`config.mk`:
```
export PLATFORM = sky130hd
export DESIGN_NAME = zeroheti_apb_to_obi_flat
export DESIGN_NICKNAME = d
export VERILOG_FILES = /design/src/rtl/zeroheti_pkg.sv /design/src/rtl/zeroheti_apb_to_obi_if.sv /design/src/rtl/zeroheti_apb2obi_range_chk.sv /design/src/rtl/zeroheti_apb_to_obi.sv /design/src/flat_wrapper.sv
export SDC_FILE = /design/constraint.sdc
export NUM_CORES = 1
export LEC_CHECK = 0
export CAP_MARGIN = 20
export CORE_MARGIN = 2
export CORE_UTILIZATION = 35
export DETAILED_ROUTE_END_ITERATION = 8
export PLACE_DENSITY = 0.7
export SYNTH_ARGS = -nofsm -noshare
export SYNTH_HDL_FRONTEND = slang
export SYNTH_SLANG_ARGS = --single-unit
```
`constraint.sdc`:
```
create_clock -name clk_i -period 2 [get_ports clk_i]
set_input_delay 0.2 -clock clk_i [delete_from_list [all_inputs] [get_ports clk_i]]
set_output_delay 0.2 -clock clk_i [all_outputs]
set_load 0.02 [all_outputs]
```
`src/rtl/zeroheti_pkg.sv`:
```
// Shared widths, state type and address helper for the zeroheti APB-to-OBI bridge.
package zeroheti_pkg;

  localparam int unsigned ApbAw = 32;
  localparam int unsigned ApbDw = 32;

  typedef enum logic [1:0] {
    IDLE,
    REQ,
    RESP,
    DONE
  } apb2obi_state_e;

  function automatic logic [ApbAw-1:0] apb2obi_word_addr(input logic [ApbAw-1:0] addr);
    return {addr[ApbAw-1:2], 2'b00};
  endfunction

endpackage

```
`src/rtl/zeroheti_apb_to_obi_if.sv`:
```
// APB4 and OBI bus bundles used by the APB-to-OBI bridge.
// master = bus requester/manager side, slave = completer/subordinate side.
interface zeroheti_apb_if;
  import zeroheti_pkg::*;

  logic             psel;
  logic             penable;
  logic             pwrite;
  logic [ApbAw-1:0] paddr;
  logic [ApbDw-1:0] pwdata;
  logic [3:0]       pstrb;
  logic             pready;
  logic [ApbDw-1:0] prdata;
  logic             pslverr;

  modport master (
    output psel, penable, pwrite, paddr, pwdata, pstrb,
    input  pready, prdata, pslverr
  );

  modport slave (
    input  psel, penable, pwrite, paddr, pwdata, pstrb,
    output pready, prdata, pslverr
  );
endinterface

interface zeroheti_obi_if;
  import zeroheti_pkg::*;

  logic             req;
  logic             gnt;
  logic [ApbAw-1:0] addr;
  logic             we;
  logic [3:0]       be;
  logic [ApbDw-1:0] wdata;
  logic             rvalid;
  logic [ApbDw-1:0] rdata;
  logic             err;

  modport master (
    output req, addr, we, be, wdata,
    input  gnt, rvalid, rdata, err
  );

  modport slave (
    input  req, addr, we, be, wdata,
    output gnt, rvalid, rdata, err
  );
endinterface

```
`src/rtl/zeroheti_apb2obi_range_chk.sv`:
```
// In-window compare for translated bridge addresses: RangeBase <= addr < RangeBase+RangeSize.
// Compiled only when ZEROHETI_APB2OBI_RANGE_CHK_EN is defined.
`ifdef ZEROHETI_APB2OBI_RANGE_CHK_EN
module zeroheti_apb2obi_range_chk
  import zeroheti_pkg::*;
#(
  parameter logic [ApbAw-1:0] RangeBase = 32'h0000_0000,
  parameter logic [ApbAw-1:0] RangeSize = 32'h0001_0000
) (
  input  logic [ApbAw-1:0] i_addr,
  output logic             o_in_range
);

  logic [ApbAw-1:0] w_rel;

  // Offset form avoids overflow when RangeBase+RangeSize reaches 2^32.
  always_comb begin
    w_rel      = i_addr - RangeBase;
    o_in_range = (i_addr >= RangeBase) && (w_rel < RangeSize);
  end

endmodule
`endif

```
`src/rtl/zeroheti_apb_to_obi.sv`:
```
// APB4 completer to OBI manager bridge; one transaction in flight, all outputs registered.
// Define ZEROHETI_APB2OBI_RANGE_CHK_EN to reject translated addresses outside the Range window.
module zeroheti_apb_to_obi
  import zeroheti_pkg::*;
#(
  parameter logic [ApbAw-1:0] AddrOffset = 32'h0000_0000,
  parameter logic [ApbAw-1:0] RangeBase  = 32'h0000_0000,
  parameter logic [ApbAw-1:0] RangeSize  = 32'h0001_0000
) (
  input logic            clk_i,
  input logic            rst_i,
  zeroheti_apb_if.slave  apb,
  zeroheti_obi_if.master obi
);

  if ((RangeSize == '0) || (RangeSize[1:0] != 2'b00) ||
      (({1'b0, RangeBase} + {1'b0, RangeSize}) > 33'h1_0000_0000)) begin : g_bad_range_cfg
    $error("zeroheti_apb_to_obi: RangeSize must be nonzero, word-multiple and fit the address space");
  end

  apb2obi_state_e   r_state;
  logic             r_req;
  logic [ApbAw-1:0] r_addr;
  logic             r_we;
  logic [3:0]       r_be;
  logic [ApbDw-1:0] r_wdata;
  logic             r_pready;
  logic [ApbDw-1:0] r_prdata;
  logic             r_pslverr;

  logic [ApbAw-1:0] w_addr_sum;
  logic [ApbAw-1:0] w_addr;
  logic             w_setup;
  logic             w_in_range;

  assign w_addr_sum = apb.paddr + AddrOffset;
  assign w_addr     = apb2obi_word_addr(w_addr_sum);
  assign w_setup    = apb.psel && !apb.penable;

`ifdef ZEROHETI_APB2OBI_RANGE_CHK_EN
  zeroheti_apb2obi_range_chk #(
    .RangeBase (RangeBase),
    .RangeSize (RangeSize)
  ) u_range_chk (
    .i_addr     (w_addr),
    .o_in_range (w_in_range)
  );
`else
  assign w_in_range = 1'b1;
`endif

  always_ff @(posedge clk_i) begin
    if (rst_i) begin
      r_state   <= IDLE;
      r_req     <= 1'b0;
      r_addr    <= '0;
      r_we      <= 1'b0;
      r_be      <= '0;
      r_wdata   <= '0;
      r_pready  <= 1'b0;
      r_prdata  <= '0;
      r_pslverr <= 1'b0;
    end else begin
      case (r_state)
        IDLE: begin
          r_pready  <= 1'b0;
          r_prdata  <= '0;
          r_pslverr <= 1'b0;
          if (w_setup) begin
            r_addr  <= w_addr;
            r_we    <= apb.pwrite;
            r_be    <= apb.pwrite ? apb.pstrb : '1;
            r_wdata <= apb.pwdata;
            // Out-of-window accesses complete directly with an error, no OBI traffic.
            if (w_in_range) begin
              r_req   <= 1'b1;
              r_state <= REQ;
            end else begin
              r_pready  <= 1'b1;
              r_pslverr <= 1'b1;
              r_state   <= DONE;
            end
          end
        end
        REQ: begin
          if (obi.gnt) begin
            r_req   <= 1'b0;
            r_state <= RESP;
          end
        end
        RESP: begin
          if (obi.rvalid) begin
            r_prdata  <= r_we ? '0 : obi.rdata;
            r_pslverr <= obi.err;
            r_pready  <= 1'b1;
            r_state   <= DONE;
          end
        end
        DONE: begin
          r_pready  <= 1'b0;
          r_prdata  <= '0;
          r_pslverr <= 1'b0;
          r_state   <= IDLE;
        end
      endcase
    end
  end

  assign obi.req     = r_req;
  assign obi.addr    = r_addr;
  assign obi.we      = r_we;
  assign obi.be      = r_be;
  assign obi.wdata   = r_wdata;
  assign apb.pready  = r_pready;
  assign apb.prdata  = r_prdata;
  assign apb.pslverr = r_pslverr;

endmodule

```
`src/flat_wrapper.sv`:
```
// flat-port wrapper written by rule: the top's interface ports become plain ports
module zeroheti_apb_to_obi_flat import zeroheti_pkg::*;
#(
  parameter logic [ApbAw-1:0] AddrOffset = 32'h0000_0000,
  parameter logic [ApbAw-1:0] RangeBase  = 32'h0000_0000,
  parameter logic [ApbAw-1:0] RangeSize  = 32'h0001_0000
)
  (clk_i, rst_i, apb_psel, apb_penable, apb_pwrite, apb_paddr, apb_pwdata, apb_pstrb, apb_pready, apb_prdata, apb_pslverr, obi_req, obi_addr, obi_we, obi_be, obi_wdata, obi_gnt, obi_rvalid, obi_rdata, obi_err);
  zeroheti_apb_if apb_i ();
  zeroheti_obi_if obi_i ();
  input logic clk_i;
  input logic rst_i;
  input wire logic [$bits(apb_i.psel)-1:0] apb_psel;
  input wire logic [$bits(apb_i.penable)-1:0] apb_penable;
  input wire logic [$bits(apb_i.pwrite)-1:0] apb_pwrite;
  input wire logic [$bits(apb_i.paddr)-1:0] apb_paddr;
  input wire logic [$bits(apb_i.pwdata)-1:0] apb_pwdata;
  input wire logic [$bits(apb_i.pstrb)-1:0] apb_pstrb;
  output wire logic [$bits(apb_i.pready)-1:0] apb_pready;
  output wire logic [$bits(apb_i.prdata)-1:0] apb_prdata;
  output wire logic [$bits(apb_i.pslverr)-1:0] apb_pslverr;
  output wire logic [$bits(obi_i.req)-1:0] obi_req;
  output wire logic [$bits(obi_i.addr)-1:0] obi_addr;
  output wire logic [$bits(obi_i.we)-1:0] obi_we;
  output wire logic [$bits(obi_i.be)-1:0] obi_be;
  output wire logic [$bits(obi_i.wdata)-1:0] obi_wdata;
  input wire logic [$bits(obi_i.gnt)-1:0] obi_gnt;
  input wire logic [$bits(obi_i.rvalid)-1:0] obi_rvalid;
  input wire logic [$bits(obi_i.rdata)-1:0] obi_rdata;
  input wire logic [$bits(obi_i.err)-1:0] obi_err;
  assign apb_i.psel = apb_psel;
  assign apb_i.penable = apb_penable;
  assign apb_i.pwrite = apb_pwrite;
  assign apb_i.paddr = apb_paddr;
  assign apb_i.pwdata = apb_pwdata;
  assign apb_i.pstrb = apb_pstrb;
  assign apb_pready = apb_i.pready;
  assign apb_prdata = apb_i.prdata;
  assign apb_pslverr = apb_i.pslverr;
  assign obi_req = obi_i.req;
  assign obi_addr = obi_i.addr;
  assign obi_we = obi_i.we;
  assign obi_be = obi_i.be;
  assign obi_wdata = obi_i.wdata;
  assign obi_i.gnt = obi_gnt;
  assign obi_i.rvalid = obi_rvalid;
  assign obi_i.rdata = obi_rdata;
  assign obi_i.err = obi_err;
  zeroheti_apb_to_obi #(.AddrOffset(AddrOffset), .RangeBase(RangeBase), .RangeSize(RangeSize)) u_core (.clk_i(clk_i), .rst_i(rst_i), .apb(apb_i), .obi(obi_i));
endmodule
```
After elaboration in Yosys (flattened, before gate mapping)
Index checks and enable logic that the tools add are counted.
{"block": "totals", "output_inout_bits": 104, "input_bits": 108, "word_cells": 40, "register_bits": 104}
{"block": "op_classes", "reduce_logical": 10, "n_eq_ne": 6, "muxes": 15}
{"operator": "$mux W32", "count": 2}
{"operator": "$pmux W32 S2", "count": 1}
{"operator": "$pmux W2 S4", "count": 1}
{"operator": "$mux W2", "count": 3}
{"operator": "$pmux W1 S2", "count": 3}
{"operator": "$reduce_and A3 Y1", "count": 2}
{"operator": "$eq A2 B2 Y1 const B", "count": 2}
{"operator": "$mux W1", "count": 4}
{"operator": "$mux W4", "count": 1}
{"operator": "$ne A2 B2 Y1 const B", "count": 2}
{"operator": "$reduce_and A2 Y1", "count": 2}
{"operator": "$reduce_bool A2 Y1", "count": 2}
{"operator": "$eq A2 B1 Y1 const B", "count": 1}
{"operator": "$logic_not A2 Y1", "count": 1}
{"operator": "$ne A2 B1 Y1 const B", "count": 1}
{"operator": "$reduce_or A2 Y1", "count": 1}
{"operator": "$logic_and A1 B1 Y1", "count": 1}
{"operator": "$logic_not A1 Y1", "count": 1}

Depth between registers and ports, before layout
Gate-level depths: netlist of run 1.
{"block": "logic_depth", "word_depth": 4, "mapped_depth": 8, "mapped_depth_nobuf": 5}

Worst setup path after synthesis of run 1
Ideal clock, no wire load.
{"block": "synth_path", "path_type": "register to register", "startpoint": "register u_core.r_state[0]", "endpoint": "register u_core.r_prdata[0] (netlist: u_core.apb.prdata[0])", "path_buffers": 2, "path_stages_with_launch": 8, "synth_period_minus_slack_ps": 1572, "t_arrival_ps": 1445, "path_slack_ps": 428, "setup_ps": 128, "required_time_ps": 1872, "cell_sequence": "dfxtp_1 > inv_1 > ha_1 > or2_1 > buf_2 > buf_6 > a32oi_1 > nor2_1"}
{"block": "synth_between", "elab_chain_len": 4, "elab_cells_between_ends": 8, "cone_classes": "eq/ne: 3; mux: 1; reduce/logical: 4"}
{"element": "start, declared", "line_no": "zeroheti_apb_to_obi.sv:21", "source": "apb2obi_state_e r_state;"}
{"element": "start signal, assigned", "line_no": "zeroheti_apb_to_obi.sv:54", "source": "r_state <= IDLE;"}
{"element": "start signal, assigned", "line_no": "zeroheti_apb_to_obi.sv:77", "source": "r_state <= REQ;"}
{"element": "start signal, assigned", "line_no": "zeroheti_apb_to_obi.sv:81", "source": "r_state <= DONE;"}
{"element": "$eq A2 B2 Y1 or $logic_not A2 Y1 (tied branches)", "line_no": "zeroheti_apb_to_obi.sv:64", "source": "case (r_state)"}
{"element": "$reduce_or A2 Y1 (no source line)"}
{"element": "$reduce_bool A2 Y1 (no source line)"}
{"element": "$reduce_and A2 Y1 (no source line)"}
{"element": "end signal, assigned", "line_no": "zeroheti_apb_to_obi.sv:93", "source": "r_prdata <= r_we ? '0 : obi.rdata;"}
{"element": "end, declared", "line_no": "zeroheti_apb_to_obi.sv:28", "source": "logic [ApbDw-1:0] r_prdata;"}
Several ways; a longest one is shown, not always the timed one.
A chain may end at the register's enable or synchronous reset.

Worst setup path in the final report of run 1
{"block": "layout_path", "startpoint": "register u_core.r_state[1]", "endpoint": "register u_core.r_prdata[8] (netlist: u_core.apb.prdata[8])"}
The elaborated chain is that of the path after synthesis.

==> metrics.txt, run 1 <==
# TYPE chip_impl_metric gauge
chip_impl_metric{name="gp_congestion",unit=""} 0.713
chip_impl_metric{name="max_freq",unit="GHz"} 0.571
chip_impl_metric{name="height_of_the_die",unit="microns"} 109
chip_impl_metric{name="power_per_cell_area",unit="mW/mm^2"} 910
chip_impl_metric{name="grt_overflow_total",unit=""} 0
chip_impl_metric{name="synth_largest_type_area_fraction",unit="%"} 54.1
chip_impl_metric{name="grt_antenna_before_repair",unit=""} 0
chip_impl_metric{name="postCtsSetupBuffers",unit=""} 0
chip_impl_metric{name="skew",unit="ps"} 12.3
chip_impl_info{name="rr_startpoint",value="u_core.r_state[1]$_SDFFE_PP0P_"} 1
chip_impl_metric{name="drt-wirelength-per-cell",unit="microns"} 14.4
chip_impl_info{name="clockRootBuffer",value="sky130_fd_sc_hd__clkbuf_8"} 1
chip_impl_metric{name="clock_sink_count",unit=""} 104
chip_impl_info{name="min-delay-start",value="rst_i"} 1
chip_impl_metric{name="vdd_ir_drop_max",unit="uV"} 439
chip_impl_info{name="cp-start-kind",value="flop"} 1
chip_impl_metric{name="hold_depth",unit=""} 2
chip_impl_metric{name="maxSlewViolCount",unit=""} 0
chip_impl_metric{name="timing.critical_path.arrival",unit="ps"} 1980
chip_impl_metric{name="dpl.hpwl",unit="microns"} 7720
chip_impl_info{name="ys_dominant_reg_cell",value="sky130_fd_sc_hd__dfxtp_1"} 1
chip_impl_info{name="cpMaxStageDelayCell",value="sky130_fd_sc_hd__dfxtp_1"} 1
chip_impl_metric{name="port_buffers",unit=""} 207
chip_impl_metric{name="flops_latches_synth",unit=""} 104
chip_impl_metric{name="totalNegativeSetupSlack",unit="ps"} 0
chip_impl_metric{name="num_antenna_cells",unit=""} 0
chip_impl_info{name="tritoncts",value="done"} 1
chip_impl_metric{name="grt_pass1_vias",unit=""} 3703
chip_impl_metric{name="cp.depth",unit=""} 6
chip_impl_metric{name="drt_pre_antenna_iters",unit=""} 4
chip_impl_info{name="grt_setup_unrepaired",value="no"} 1
chip_impl_metric{name="post_dp_cell_area",unit="sq mm"} 0.00593
chip_impl_metric{name="placed_cells",unit=""} 756
chip_impl_metric{name="drv.max_cap_violation_count",unit=""} 0
chip_impl_metric{name="die_area",unit="sq mm"} 0.0119
chip_impl_metric{name="area_delta_synth_final",unit="%"} 59.3
chip_impl_metric{name="endpoint_required_time_on_the_critical_path",unit="ps"} 2220
chip_impl_metric{name="clock_insertion_delay_worst_skew",unit="ps"} 350
chip_impl_metric{name="floorplan.core_area",unit="sq mm"} 0.0108
chip_impl_metric{name="reg2reg_slack",unit="ps"} 250
chip_impl_metric{name="setup_viol",unit=""} 0
chip_impl_metric{name="layout-drive-gt1-share",unit="%"} 5.22
chip_impl_metric{name="row_cnt",unit=""} 38
chip_impl_metric{name="synth_seq_area_share",unit="%"} 54.1
chip_impl_metric{name="r2r_cells",unit=""} 6
chip_impl_metric{name="nFillCells",unit=""} 966
chip_impl_metric{name="synth_cell_types",unit=""} 32
chip_impl_metric{name="stdcell_count",unit=""} 772
chip_impl_info{name="synthTopCellsByArea",value="sky130_fd_sc_hd__dfxtp_1 (54%), sky130_fd_sc_hd__nand2_1 (13%), sky130_fd_sc_hd__a21oi_1 (7.4%), sky130_fd_sc_hd__a32oi_1 (7.3%), sky130_fd_sc_hd__nor2_1 (3.5%)"} 1
chip_impl_metric{name="syn_area",unit="sq mm"} 0.00385
chip_impl_info{name="worstSetupPathType",value="reg2reg"} 1
chip_impl_metric{name="cts_bufs_inserted",unit=""} 9
chip_impl_metric{name="htree_num_levels",unit=""} 3
chip_impl_metric{name="part_of_the_cycle_the_worst_path_needs",unit="%"} 87.6
chip_impl_metric{name="synthCells",unit=""} 441
chip_impl_metric{name="postLayoutCellArea",unit="sq mm"} 0.00613
chip_impl_info{name="crit_chain",value="inv_1 > ha_1 > or2_1 > buf_4 > a32oi_1 > nor2_1"} 1
chip_impl_metric{name="final_net_count",unit=""} 739
chip_impl_metric{name="synthesis.yosys.warnings",unit=""} 0
chip_impl_metric{name="clk_pin_slew",unit="ps"} 100
chip_impl_metric{name="total_track_usage",unit="%"} 18.3
chip_impl_metric{name="finalPower",unit="mW"} 5.58
chip_impl_metric{name="drt_first_iter_violations",unit=""} 123
chip_impl_metric{name="worst_hold_slack",unit="ps"} 91.8
chip_impl_info{name="hp-class",value="in2reg"} 1
chip_impl_metric{name="syn-mean-instance-area",unit="sq um"} 8.73
chip_impl_metric{name="finalWorstSetupSlack",unit="ps"} 248
chip_impl_metric{name="route.detailed.vias_per_inst",unit=""} 4.91
chip_impl_info{name="path_delay_family",value="flip-flops"} 1
chip_impl_metric{name="route.detailed.drc",unit=""} 0
chip_impl_metric{name="cts_max_path_buffers",unit=""} 2
chip_impl_metric{name="report.final.hold_viol_count",unit=""} 0
chip_impl_metric{name="grt_max_degree",unit=""} 68
chip_impl_metric{name="timing.critical_path.slowest_cell_delay",unit="ps"} 360
chip_impl_metric{name="fin_util",unit="%"} 56.8
chip_impl_metric{name="power_leakage",unit="nW"} 2.14
chip_impl_metric{name="drt.antenna.violating_nets",unit=""} 0
chip_impl_metric{name="totalWireLength",unit="microns"} 11100
chip_impl_info{name="hold_end",value="u_core.obi.addr[12]$_SDFFE_PP0P_"} 1
chip_impl_metric{name="postSynth.asyncResetShare",unit="%"} 0
chip_impl_info{name="status",value="finished, final reports clean"} 1
chip_impl_metric{name="worst-path-buf-inv",unit=""} 2
chip_impl_metric{name="worst-path-max-fanout",unit=""} 34
chip_impl_metric{name="hold_buffer_count_at_cts",unit=""} 0
chip_impl_info{name="rr_endpoint",value="u_core.apb.prdata[8]$_SDFFE_PP0P_"} 1
chip_impl_metric{name="cts_repair_resize_count",unit=""} 0
chip_impl_metric{name="synth_edf_count",unit=""} 0
chip_impl_metric{name="pre_cts_ws",unit="ps"} 277
chip_impl_info{name="synthDominantAreaCellType",value="sky130_fd_sc_hd__dfxtp_1"} 1
chip_impl_metric{name="vias",unit=""} 3788
chip_impl_metric{name="period_needed",unit="ps"} 1750
chip_impl_metric{name="initial_utilization",unit="%"} 35.7
chip_impl_info{name="worst_setup_path_end_kind",value="flop"} 1
chip_impl_metric{name="die_w",unit="microns"} 109
chip_impl_metric{name="pin_count",unit=""} 212
chip_impl_metric{name="grt_pass1_wl",unit="microns"} 17300
==> worst max path at each step <==
| stage | startpoint | end | slack (ps) |
|---|---|---|---|
| global placement | u_core.r_state[0]$_SDFFE_PP0P_ | u_core.apb.prdata[19]$_SDFFE_PP0P_ | 350 |
| finish | u_core.r_state[1]$_SDFFE_PP0P_ | u_core.apb.prdata[8]$_SDFFE_PP0P_ | 250 |
| detailed placement | u_core.r_state[1]$_SDFFE_PP0P_ | u_core.apb.prdata[8]$_SDFFE_PP0P_ | 280 |
| floorplan | u_core.r_state[0]$_SDFFE_PP0P_ | u_core.apb.prdata[0]$_SDFFE_PP0P_ | 430 |
| CTS | u_core.r_state[1]$_SDFFE_PP0P_ | u_core.apb.prdata[8]$_SDFFE_PP0P_ | 260 |
| global route | u_core.r_state[0]$_SDFFE_PP0P_ | u_core.apb.prdata[8]$_SDFFE_PP0P_ | 160 |
==> placed cells by master (no fill, tap or decap), types with 2 or more instances in the layout <==
cell type | Yosys | final
sky130_fd_sc_hd__conb_1 | 1 | 2
sky130_fd_sc_hd__buf_4 | 7 | 5
sky130_fd_sc_hd__nor2_1 | 36 | 36
sky130_fd_sc_hd__a32oi_1 | 32 | 32
sky130_fd_sc_hd__clkbuf_1 | 12 | 2
sky130_fd_sc_hd__clkinvlp_4 | 0 | 2
sky130_fd_sc_hd__ha_1 | 4 | 4
sky130_fd_sc_hd__buf_12 | 0 | 3
sky130_fd_sc_hd__clkbuf_8 | 0 | 10
sky130_fd_sc_hd__dfxtp_1 | 104 | 104
sky130_fd_sc_hd__clkdlybuf4s50_1 | 0 | 206
sky130_fd_sc_hd__nand3_1 | 4 | 4
sky130_fd_sc_hd__nand2b_1 | 2 | 2
sky130_fd_sc_hd__a21oi_1 | 57 | 57
sky130_fd_sc_hd__nor3_1 | 4 | 4
sky130_fd_sc_hd__nand2_1 | 129 | 129
sky130_fd_sc_hd__a21oi_2 | 8 | 8
sky130_fd_sc_hd__nor3b_1 | 4 | 4
sky130_fd_sc_hd__inv_1 | 3 | 3
==> report_power, final <==
| part | internal, mW | switching [mW] |
|---|---|---|
| sequential | 2.28 | 0.110 |
| combinational | 0.791 | 1.09 |
| clock | 0.618 | 0.696 |
| total | 3.69 | 1.89 |
==> final cells by class <==
cell class / instances / area, sq um / share of cell area (%)
clock inverters: 4 / 53.8 / 0.877
inverters: 3 / 11.3 / 0.184
repair buffers: 214 / 2160 / 35.2
flip-flops and latches: 104 / 2080 / 33.9
well taps: 140 / 175 / 2.86
clock buffers: 12 / 145 / 2.37
multi-input cells: 295 / 1510 / 24.6
==> cell families (layout without fill, tap and decap cells) <==
group / after synthesis / count (layout) / share of synthesized area, %
muxes: 1 / 1 / 0.260
DFF: 104 / 104 / 54.1
adders and majority gates: 4 / 4 / 1.30
buffers and inverters: 43 / 233 / 6.95
other: 1 / 2 / 0.0974
and+or+nand+nor: 187 / 187 / 20.0
AOI/OAI and AO/OA: 101 / 101 / 17.3
==> registers in the layout (all words and copies together) (netlist names), 2 cells and up <==
name / flops
u_core.obi.wdata: 32
u_core.obi.addr: 30
u_core.apb.prdata: 32
u_core.r_state: 2
u_core.obi.be: 4
==> layer usage <==
metal	GRT usage, %	share of wire (%)	up-vias
met5	0	0	-
li1	-	-	1852
met3	6.52	9.2	21
met4	7.51	2.6	0
met2	31.8	48	139
met1	20.3	40	1776
==> synthesized netlist by cell type (2+ instances only) <==
library cell / number
sky130_fd_sc_hd__buf_4: 7
sky130_fd_sc_hd__buf_8: 4
sky130_fd_sc_hd__buf_6: 3
sky130_fd_sc_hd__nor2_1: 36
sky130_fd_sc_hd__a32oi_1: 32
sky130_fd_sc_hd__nand3_1: 4
sky130_fd_sc_hd__nand2_1: 129
sky130_fd_sc_hd__nor3_1: 4
sky130_fd_sc_hd__nor3b_1: 4
sky130_fd_sc_hd__a21oi_1: 57
sky130_fd_sc_hd__inv_1: 3
sky130_fd_sc_hd__buf_1: 4
sky130_fd_sc_hd__buf_2: 10
sky130_fd_sc_hd__dfxtp_1: 104
sky130_fd_sc_hd__a21oi_2: 8
sky130_fd_sc_hd__ha_1: 4
sky130_fd_sc_hd__nand2b_1: 2
sky130_fd_sc_hd__clkbuf_1: 12
Note: power is estimated with default switching activity, not from simulation.
==> inputs of run 2 (changes only) <==
--- a/config.mk
+++ b/config.mk
@@ -5,10 +5,11 @@
 export SDC_FILE = /design/constraint.sdc
 export NUM_CORES = 1
 export LEC_CHECK = 0
-export CAP_MARGIN = 20
+export CAP_MARGIN = 10
 export CORE_MARGIN = 2
 export CORE_UTILIZATION = 35
 export DETAILED_ROUTE_END_ITERATION = 8
+export HOLD_SLACK_MARGIN = 0.1
 export PLACE_DENSITY = 0.7
 export SYNTH_ARGS = -nofsm -noshare
 export SYNTH_HDL_FRONTEND = slang
==> run 2 against run 1 <==
Compared with the run above:
- total power about the same
- combinational power about the same
- critical path depth unchanged
- clock skew about the same
- register-to-register slack about the same
- non-clock buffer count increased by 1
- die area unchanged
- via count decreased by 0.58%
- largest power group unchanged
- highest routed layer unchanged
==> metrics.txt, run 2 (synthesis gave the netlist of run 1 again) <==
# TYPE chip_impl_metric gauge
chip_impl_metric{name="htree_num_levels",unit=""} 3
chip_impl_info{name="worstSetupEndpoint",value="u_core.apb.prdata[8]$_SDFFE_PP0P_"} 1
chip_impl_info{name="worstSetupPathType",value="reg2reg"} 1
chip_impl_info{name="cp-start-kind",value="flop"} 1
chip_impl_metric{name="maxSlewViolCount",unit=""} 0
chip_impl_metric{name="layout-drive-gt1-share",unit="%"} 5.21
chip_impl_info{name="layout_common_cells",value="sky130_fd_sc_hd__clkdlybuf4s50_1 (206), sky130_fd_sc_hd__nand2_1 (129), sky130_fd_sc_hd__dfxtp_1 (104)"} 1
chip_impl_metric{name="cts_repair_resize_count",unit=""} 0
chip_impl_metric{name="die_w",unit="microns"} 109
chip_impl_metric{name="timing.critical_path.arrival",unit="ps"} 1980
chip_impl_metric{name="dpl.hpwl",unit="microns"} 7720
chip_impl_metric{name="combPwrFrac",unit="%"} 33.7
chip_impl_info{name="grt_setup_unrepaired",value="no"} 1
chip_impl_metric{name="port_buffers",unit=""} 207
chip_impl_metric{name="cellInternalPower",unit="mW"} 3.69
chip_impl_metric{name="part_of_the_cycle_the_worst_path_needs",unit="%"} 87.8
chip_impl_metric{name="report.final.hold_viol_count",unit=""} 0
chip_impl_metric{name="drt_pre_antenna_iters",unit=""} 4
chip_impl_metric{name="reg2reg_slack",unit="ps"} 240
chip_impl_info{name="worstSetupStartpoint",value="u_core.r_state[1]$_SDFFE_PP0P_"} 1
chip_impl_metric{name="clk_pin_slew",unit="ps"} 100
chip_impl_metric{name="grt_antenna_before_repair",unit=""} 0
chip_impl_metric{name="grt_overflow_total",unit=""} 0
chip_impl_info{name="worst_setup_path_end_kind",value="flop"} 1
chip_impl_metric{name="grt_pass1_wl",unit="microns"} 17300
chip_impl_metric{name="power_spent_charging_and_discharging_nets",unit="mW"} 1.89
chip_impl_metric{name="endpoint_required_time_on_the_critical_path",unit="ps"} 2220
chip_impl_metric{name="pre_cts_ws",unit="ps"} 277
chip_impl_metric{name="cts_bufs_inserted",unit=""} 9
chip_impl_metric{name="clock_sink_count",unit=""} 104
chip_impl_metric{name="drt_first_iter_violations",unit=""} 108
chip_impl_info{name="status",value="finished, final reports clean"} 1
chip_impl_metric{name="swShare",unit="%"} 33.9
chip_impl_metric{name="area_delta_synth_final",unit="%"} 59.5
chip_impl_metric{name="pin_count",unit=""} 212
chip_impl_metric{name="finalWorstSetupSlack",unit="ps"} 244
chip_impl_metric{name="worst-path-max-fanout",unit=""} 34
chip_impl_info{name="clockRootBuffer",value="sky130_fd_sc_hd__clkbuf_8"} 1
chip_impl_info{name="hp-class",value="in2reg"} 1
chip_impl_metric{name="skew",unit="ps"} 12.2
chip_impl_metric{name="totalWireLength",unit="microns"} 11100
chip_impl_metric{name="r2r_cells",unit=""} 6
chip_impl_metric{name="clock_insertion_delay_worst_skew",unit="ps"} 350
chip_impl_metric{name="power_per_cell_area",unit="mW/mm^2"} 909
chip_impl_metric{name="total_track_usage",unit="%"} 18.4
chip_impl_metric{name="cts_max_path_buffers",unit=""} 2
chip_impl_metric{name="row_cnt",unit=""} 38
chip_impl_metric{name="height_of_the_die",unit="microns"} 109
chip_impl_info{name="tritoncts",value="done"} 1
chip_impl_metric{name="drv.max_cap_violation_count",unit=""} 0
chip_impl_metric{name="vdd_ir_drop_max",unit="uV"} 439
chip_impl_metric{name="power_frac_clock",unit="%"} 23.5
chip_impl_metric{name="initial_utilization",unit="%"} 35.7
chip_impl_metric{name="period_needed",unit="ps"} 1760
chip_impl_metric{name="num_antenna_cells",unit=""} 0
chip_impl_metric{name="floorplan.core_area",unit="sq mm"} 0.0108
chip_impl_metric{name="route.detailed.vias_per_inst",unit=""} 4.87
chip_impl_metric{name="max_freq",unit="GHz"} 0.570
chip_impl_metric{name="grt_max_degree",unit=""} 68
chip_impl_metric{name="grt_pass1_vias",unit=""} 3710
chip_impl_metric{name="setup_viol",unit=""} 0
chip_impl_metric{name="vias",unit=""} 3766
chip_impl_info{name="layout_commonest_cell",value="sky130_fd_sc_hd__clkdlybuf4s50_1"} 1
chip_impl_metric{name="power_leakage",unit="nW"} 2.14
chip_impl_metric{name="totalNegativeSetupSlack",unit="ps"} 0
chip_impl_metric{name="drt.antenna.violating_nets",unit=""} 0
chip_impl_metric{name="drt-wirelength-per-cell",unit="microns"} 14.3
chip_impl_metric{name="final_net_count",unit=""} 740
chip_impl_info{name="rr_endpoint",value="u_core.apb.prdata[8]$_SDFFE_PP0P_"} 1
chip_impl_metric{name="die_area",unit="sq mm"} 0.0119
chip_impl_metric{name="share_seq_of_total_power",unit="%"} 42.8
chip_impl_metric{name="gp_congestion",unit=""} 0.713
chip_impl_info{name="rr_startpoint",value="u_core.r_state[1]$_SDFFE_PP0P_"} 1
chip_impl_metric{name="route.detailed.drc",unit=""} 0
[run 2: repair_timing]
action | in CTS | in global routing
buffers inserted | 0 | 0
hold buffers | 1 | 0
hold endpoints to repair | 5 | 0
setup endpoints to repair | 0 | 0
[run 2: stage by stage]
stage,cells,area (sq um),hold slack (ps),util [%],power [mW]
2_1_floorplan,442,3850,336,-,3.64
3_3_place_gp,756,5930,441,55.0,4.26
3_5_place_dp,756,5930,446,55.0,4.32
4_1_cts,773,6140,365,56.9,5.66
5_1_grt,773,6140,371,56.9,5.90
6_report,773,6140,383,56.9,5.58
[run 2: worst min path at each step]
| stage | from | endpoint | slack, ps | depth (start not counted) |
|---|---|---|---|---|
| after floorplan | apb_paddr[31] | u_core.obi.addr[31]$_SDFFE_PP0P_ | 340 | 2 |
| after global placement | u_core.obi.wdata[4]$_SDFFE_PP0P_ | u_core.obi.wdata[4]$_SDFFE_PP0P_ | 440 | 2 |
| after detailed placement | u_core.obi.wdata[27]$_SDFFE_PP0P_ | u_core.obi.wdata[27]$_SDFFE_PP0P_ | 450 | 2 |
| after CTS | apb_paddr[2] | u_core.obi.addr[2]$_SDFFE_PP0P_ | 360 | 3 |
| after global routing | apb_pwdata[31] | u_core.obi.wdata[31]$_SDFFE_PP0P_ | 370 | 3 |
| final | apb_pwdata[30] | u_core.obi.wdata[30]$_SDFFE_PP0P_ | 380 | 3 |
[run 2: critical path, stage by stage (launching register included)]
cell	delay (ps)
sky130_fd_sc_hd__dfxtp_1	360
sky130_fd_sc_hd__inv_1	90
sky130_fd_sc_hd__ha_1	350
sky130_fd_sc_hd__or2_1	240
sky130_fd_sc_hd__buf_4	240
sky130_fd_sc_hd__a32oi_1	270
sky130_fd_sc_hd__nor2_1	60
[run 2: power by group through the flow]
stage          logic, mW  registers (mW)  clock network, mW
2_1_floorplan      0.976            2.67                  0
3_3_place_gp        1.84            2.43                  0
3_5_place_dp        1.89            2.44                  0
4_1_cts             1.89            2.39               1.37
5_1_grt             2.03            2.42               1.44
6_report            1.88            2.39               1.31
[run 2: final cells by class]
class	count	area, sq um
Multi-Input combinational cell	295	1510
Clock buffer	12	145
Inverter	3	11.3
Sequential cell	104	2080
Fill cell	963	4650
Clock inverter	4	53.8
Timing Repair Buffer	215	2170
Tap cell	140	175
[run 2: metal layers]
layer | global-route usage (%) | wire length (microns) | up-vias
met4 | 7.51 | 286 | 0
li1 | - | - | 1855
met3 | 6.52 | 1010 | 21
met2 | 31.9 | 5340 | 133
met5 | 0 | 0 | -
met1 | 20.3 | 4440 | 1757
==> inputs of run 3 (changes only) <==
--- a/config.mk
+++ b/config.mk
@@ -7,10 +7,10 @@
 export LEC_CHECK = 0
 export CAP_MARGIN = 10
 export CORE_MARGIN = 2
-export CORE_UTILIZATION = 35
+export CORE_UTILIZATION = 39
 export DETAILED_ROUTE_END_ITERATION = 8
 export HOLD_SLACK_MARGIN = 0.1
-export PLACE_DENSITY = 0.7
+export PLACE_DENSITY = 0.77
 export SYNTH_ARGS = -nofsm -noshare
 export SYNTH_HDL_FRONTEND = slang
 export SYNTH_SLANG_ARGS = --single-unit
==> run 3 against run 2 <==
Compared with the run above:
- first-iteration DRC count grew 3.7%
- cell area shrank 0.39%
- total power shrank 0.70%
- critical path type unchanged
==> metrics.txt, run 3 (synthesis gave the netlist of run 1 again) <==
# TYPE chip_impl_metric gauge
chip_impl_metric{name="layout-drive-gt1-share",unit="%"} 5.38
chip_impl_metric{name="total_track_usage",unit="%"} 19.6
chip_impl_metric{name="drt_first_iter_violations",unit=""} 112
chip_impl_metric{name="drt.antenna.violating_nets",unit=""} 0
chip_impl_metric{name="postCtsSetupBuffers",unit=""} 0
chip_impl_metric{name="cp.depth",unit=""} 6
chip_impl_metric{name="timing.critical_path.arrival",unit="ps"} 1980
chip_impl_metric{name="max_freq",unit="GHz"} 0.574
chip_impl_metric{name="clock_insertion_delay_worst_skew",unit="ps"} 360
chip_impl_metric{name="grt_pass1_vias",unit=""} 3528
chip_impl_info{name="tritoncts",value="done"} 1
chip_impl_metric{name="reg2reg_slack",unit="ps"} 260
chip_impl_metric{name="report.final.hold_viol_count",unit=""} 0
chip_impl_info{name="clockRootBuffer",value="sky130_fd_sc_hd__clkbuf_8"} 1
chip_impl_metric{name="worst_hold_slack",unit="ps"} 224
chip_impl_metric{name="grt_pass1_wl",unit="microns"} 16400
chip_impl_metric{name="route.detailed.vias_per_inst",unit=""} 4.93
chip_impl_metric{name="finalWorstSetupSlack",unit="ps"} 259
chip_impl_metric{name="pre_cts_ws",unit="ps"} 278
chip_impl_metric{name="gp_congestion",unit=""} 0.716
chip_impl_info{name="rr_startpoint",value="u_core.r_state[1]$_SDFFE_PP0P_"} 1
chip_impl_metric{name="power_per_cell_area",unit="mW/mm^2"} 906
chip_impl_metric{name="grt_max_degree",unit=""} 68
chip_impl_metric{name="pin_count",unit=""} 212
chip_impl_info{name="rr_endpoint",value="u_core.apb.prdata[14]$_SDFFE_PP0P_"} 1
chip_impl_metric{name="maxSlewViolCount",unit=""} 0
chip_impl_metric{name="part_of_the_cycle_the_worst_path_needs",unit="%"} 87.0
chip_impl_metric{name="period_needed",unit="ps"} 1740
chip_impl_metric{name="worst-path-max-fanout",unit=""} 34
chip_impl_metric{name="placed_cells",unit=""} 750
chip_impl_metric{name="setup_viol",unit=""} 0
chip_impl_metric{name="num_antenna_cells",unit=""} 0
chip_impl_metric{name="power_leakage",unit="nW"} 2.15
chip_impl_metric{name="stdcell_count",unit=""} 765
chip_impl_metric{name="final_net_count",unit=""} 740
chip_impl_metric{name="height_of_the_die",unit="microns"} 103
chip_impl_metric{name="hold_buffer_count_at_cts",unit=""} 0
chip_impl_info{name="worstSetupPathType",value="reg2reg"} 1
chip_impl_metric{name="die_w",unit="microns"} 103
chip_impl_metric{name="row_cnt",unit=""} 36
chip_impl_info{name="worstSetupEndpoint",value="u_core.apb.prdata[14]$_SDFFE_PP0P_"} 1
chip_impl_metric{name="worst-path-buf-inv",unit=""} 2
chip_impl_metric{name="multi_input_logic_area",unit="sq mm"} 0.00151
chip_impl_metric{name="cts_repair_resize_count",unit=""} 0
chip_impl_info{name="layout_common_cells",value="sky130_fd_sc_hd__clkdlybuf4s50_1 (206), sky130_fd_sc_hd__nand2_1 (129), sky130_fd_sc_hd__dfxtp_1 (104)"} 1
chip_impl_metric{name="cts_bufs_inserted",unit=""} 9
chip_impl_info{name="crit_chain",value="inv_1 > ha_1 > or2_1 > buf_4 > a32oi_1 > nor2_1"} 1
chip_impl_info{name="worstSetupStartpoint",value="u_core.r_state[1]$_SDFFE_PP0P_"} 1
chip_impl_metric{name="nFillCells",unit=""} 835
chip_impl_metric{name="grt_overflow_total",unit=""} 0
chip_impl_metric{name="vias",unit=""} 3770
chip_impl_metric{name="die_area",unit="sq mm"} 0.0107
chip_impl_info{name="cp-start-kind",value="flop"} 1
chip_impl_metric{name="register_cell_area_after_layout",unit="sq mm"} 0.00208
chip_impl_metric{name="route.detailed.drc",unit=""} 0
chip_impl_info{name="grt_setup_unrepaired",value="no"} 1
chip_impl_metric{name="initial_utilization",unit="%"} 39.8
chip_impl_metric{name="cts_max_path_buffers",unit=""} 2
chip_impl_metric{name="grt_antenna_before_repair",unit=""} 0
chip_impl_info{name="status",value="finished, final reports clean"} 1
chip_impl_metric{name="area_delta_synth_final",unit="%"} 58.9
chip_impl_metric{name="drt-wirelength-per-cell",unit="microns"} 14.5
chip_impl_info{name="cpMaxStageDelayCell",value="sky130_fd_sc_hd__dfxtp_1"} 1
chip_impl_metric{name="clock_sink_count",unit=""} 104
chip_impl_metric{name="floorplan.core_area",unit="sq mm"} 0.00968
chip_impl_metric{name="timing.critical_path.slowest_cell_delay",unit="ps"} 370
chip_impl_info{name="layout_commonest_cell",value="sky130_fd_sc_hd__clkdlybuf4s50_1"} 1
chip_impl_metric{name="drt_pre_antenna_iters",unit=""} 4
chip_impl_metric{name="skew",unit="ps"} 6.10
chip_impl_metric{name="r2r_cells",unit=""} 6
chip_impl_metric{name="dpl.hpwl",unit="microns"} 7880
chip_impl_metric{name="port_buffers",unit=""} 207
chip_impl_info{name="worst_setup_path_end_kind",value="flop"} 1
chip_impl_metric{name="htree_num_levels",unit=""} 3
chip_impl_info{name="hp-class",value="in2reg"} 1
chip_impl_metric{name="endpoint_required_time_on_the_critical_path",unit="ps"} 2240
chip_impl_metric{name="drv.max_cap_violation_count",unit=""} 0
chip_impl_metric{name="totalNegativeSetupSlack",unit="ps"} 0
chip_impl_info{name="path_delay_family",value="flip-flops"} 1
chip_impl_metric{name="vdd_ir_drop_max",unit="uV"} 512
chip_impl_metric{name="totalWireLength",unit="microns"} 11100
chip_impl_metric{name="finalPower",unit="mW"} 5.55
chip_impl_metric{name="clk_pin_slew",unit="ps"} 100
==> run 3: cell count changes in the layout (fill, tap and decap cells not counted) <==
cell                            delta
sky130_fd_sc_hd__buf_4             +1
sky130_fd_sc_hd__clkbuf_1          -1
sky130_fd_sc_hd__clkinv_2          +3
sky130_fd_sc_hd__clkinv_4          -1
sky130_fd_sc_hd__clkinvlp_4        -2
sky130_fd_sc_hd__dlygate4sd3_1     -1
==> run 3: area by class of cell <==
cell class	count	share of cell area, %
clock buffers	11	2.31
clock inverters	4	0.736
inverters	3	0.184
multi-input cells	295	24.6
flip-flops and latches	104	34.0
well taps	133	2.72
repair buffers	215	35.4
==> run 3: routing by layer <==
metal	track usage, %	vias to the layer above	wire [microns]
li1	-	1854	-
met1	21.9	1757	4410
met2	34.1	140	5530
met3	6.45	19	874
met4	8.81	0	259
met5	0	-	0
==> run 3: where the power goes <==
| group | leakage, nW | total [mW] | internal, mW | switching (mW) |
|---|---|---|---|---|
| clock | 0.0989 | 1.27 | 0.601 | 0.672 |
| sequential | 0.845 | 2.39 | 2.28 | 0.109 |
| combinational | 1.20 | 1.88 | 0.796 | 1.09 |
| total | 2.15 | 5.55 | 3.68 | 1.87 |
==> run 3: per-stage QoR <==
stage	utilization, %	instance area (sq um)
after floorplan	-	3850
after global routing	63.2	6120
final	63.2	6120
after detailed placement	61.3	5930
after global placement	61.3	5930
after CTS	63.2	6120
==> run 3: worst reg2reg max path: stages (launching register included) <==
cell and delay [ps]:
sky130_fd_sc_hd__dfxtp_1 370, sky130_fd_sc_hd__inv_1 90, sky130_fd_sc_hd__ha_1 350, sky130_fd_sc_hd__or2_1 250, sky130_fd_sc_hd__buf_4 240, sky130_fd_sc_hd__a32oi_1 270
sky130_fd_sc_hd__nor2_1 60
==> run 3: how the worst min path moves through the flow <==
stage | end | cells past startpoint | start | slack [ps]
2_1_floorplan | u_core.obi.addr[31]$_SDFFE_PP0P_ | 2 | apb_paddr[31] | 340
3_3_place_gp | u_core.obi.addr[8]$_SDFFE_PP0P_ | 2 | u_core.obi.addr[8]$_SDFFE_PP0P_ | 440
3_5_place_dp | u_core.obi.addr[24]$_SDFFE_PP0P_ | 2 | u_core.obi.addr[24]$_SDFFE_PP0P_ | 450
4_1_cts | u_core.apb.prdata[10]$_SDFFE_PP0P_ | 2 | rst_i | 210
5_1_grt | u_core.apb.prdata[11]$_SDFFE_PP0P_ | 2 | rst_i | 240
6_report | u_core.apb.prdata[10]$_SDFFE_PP0P_ | 2 | rst_i | 220
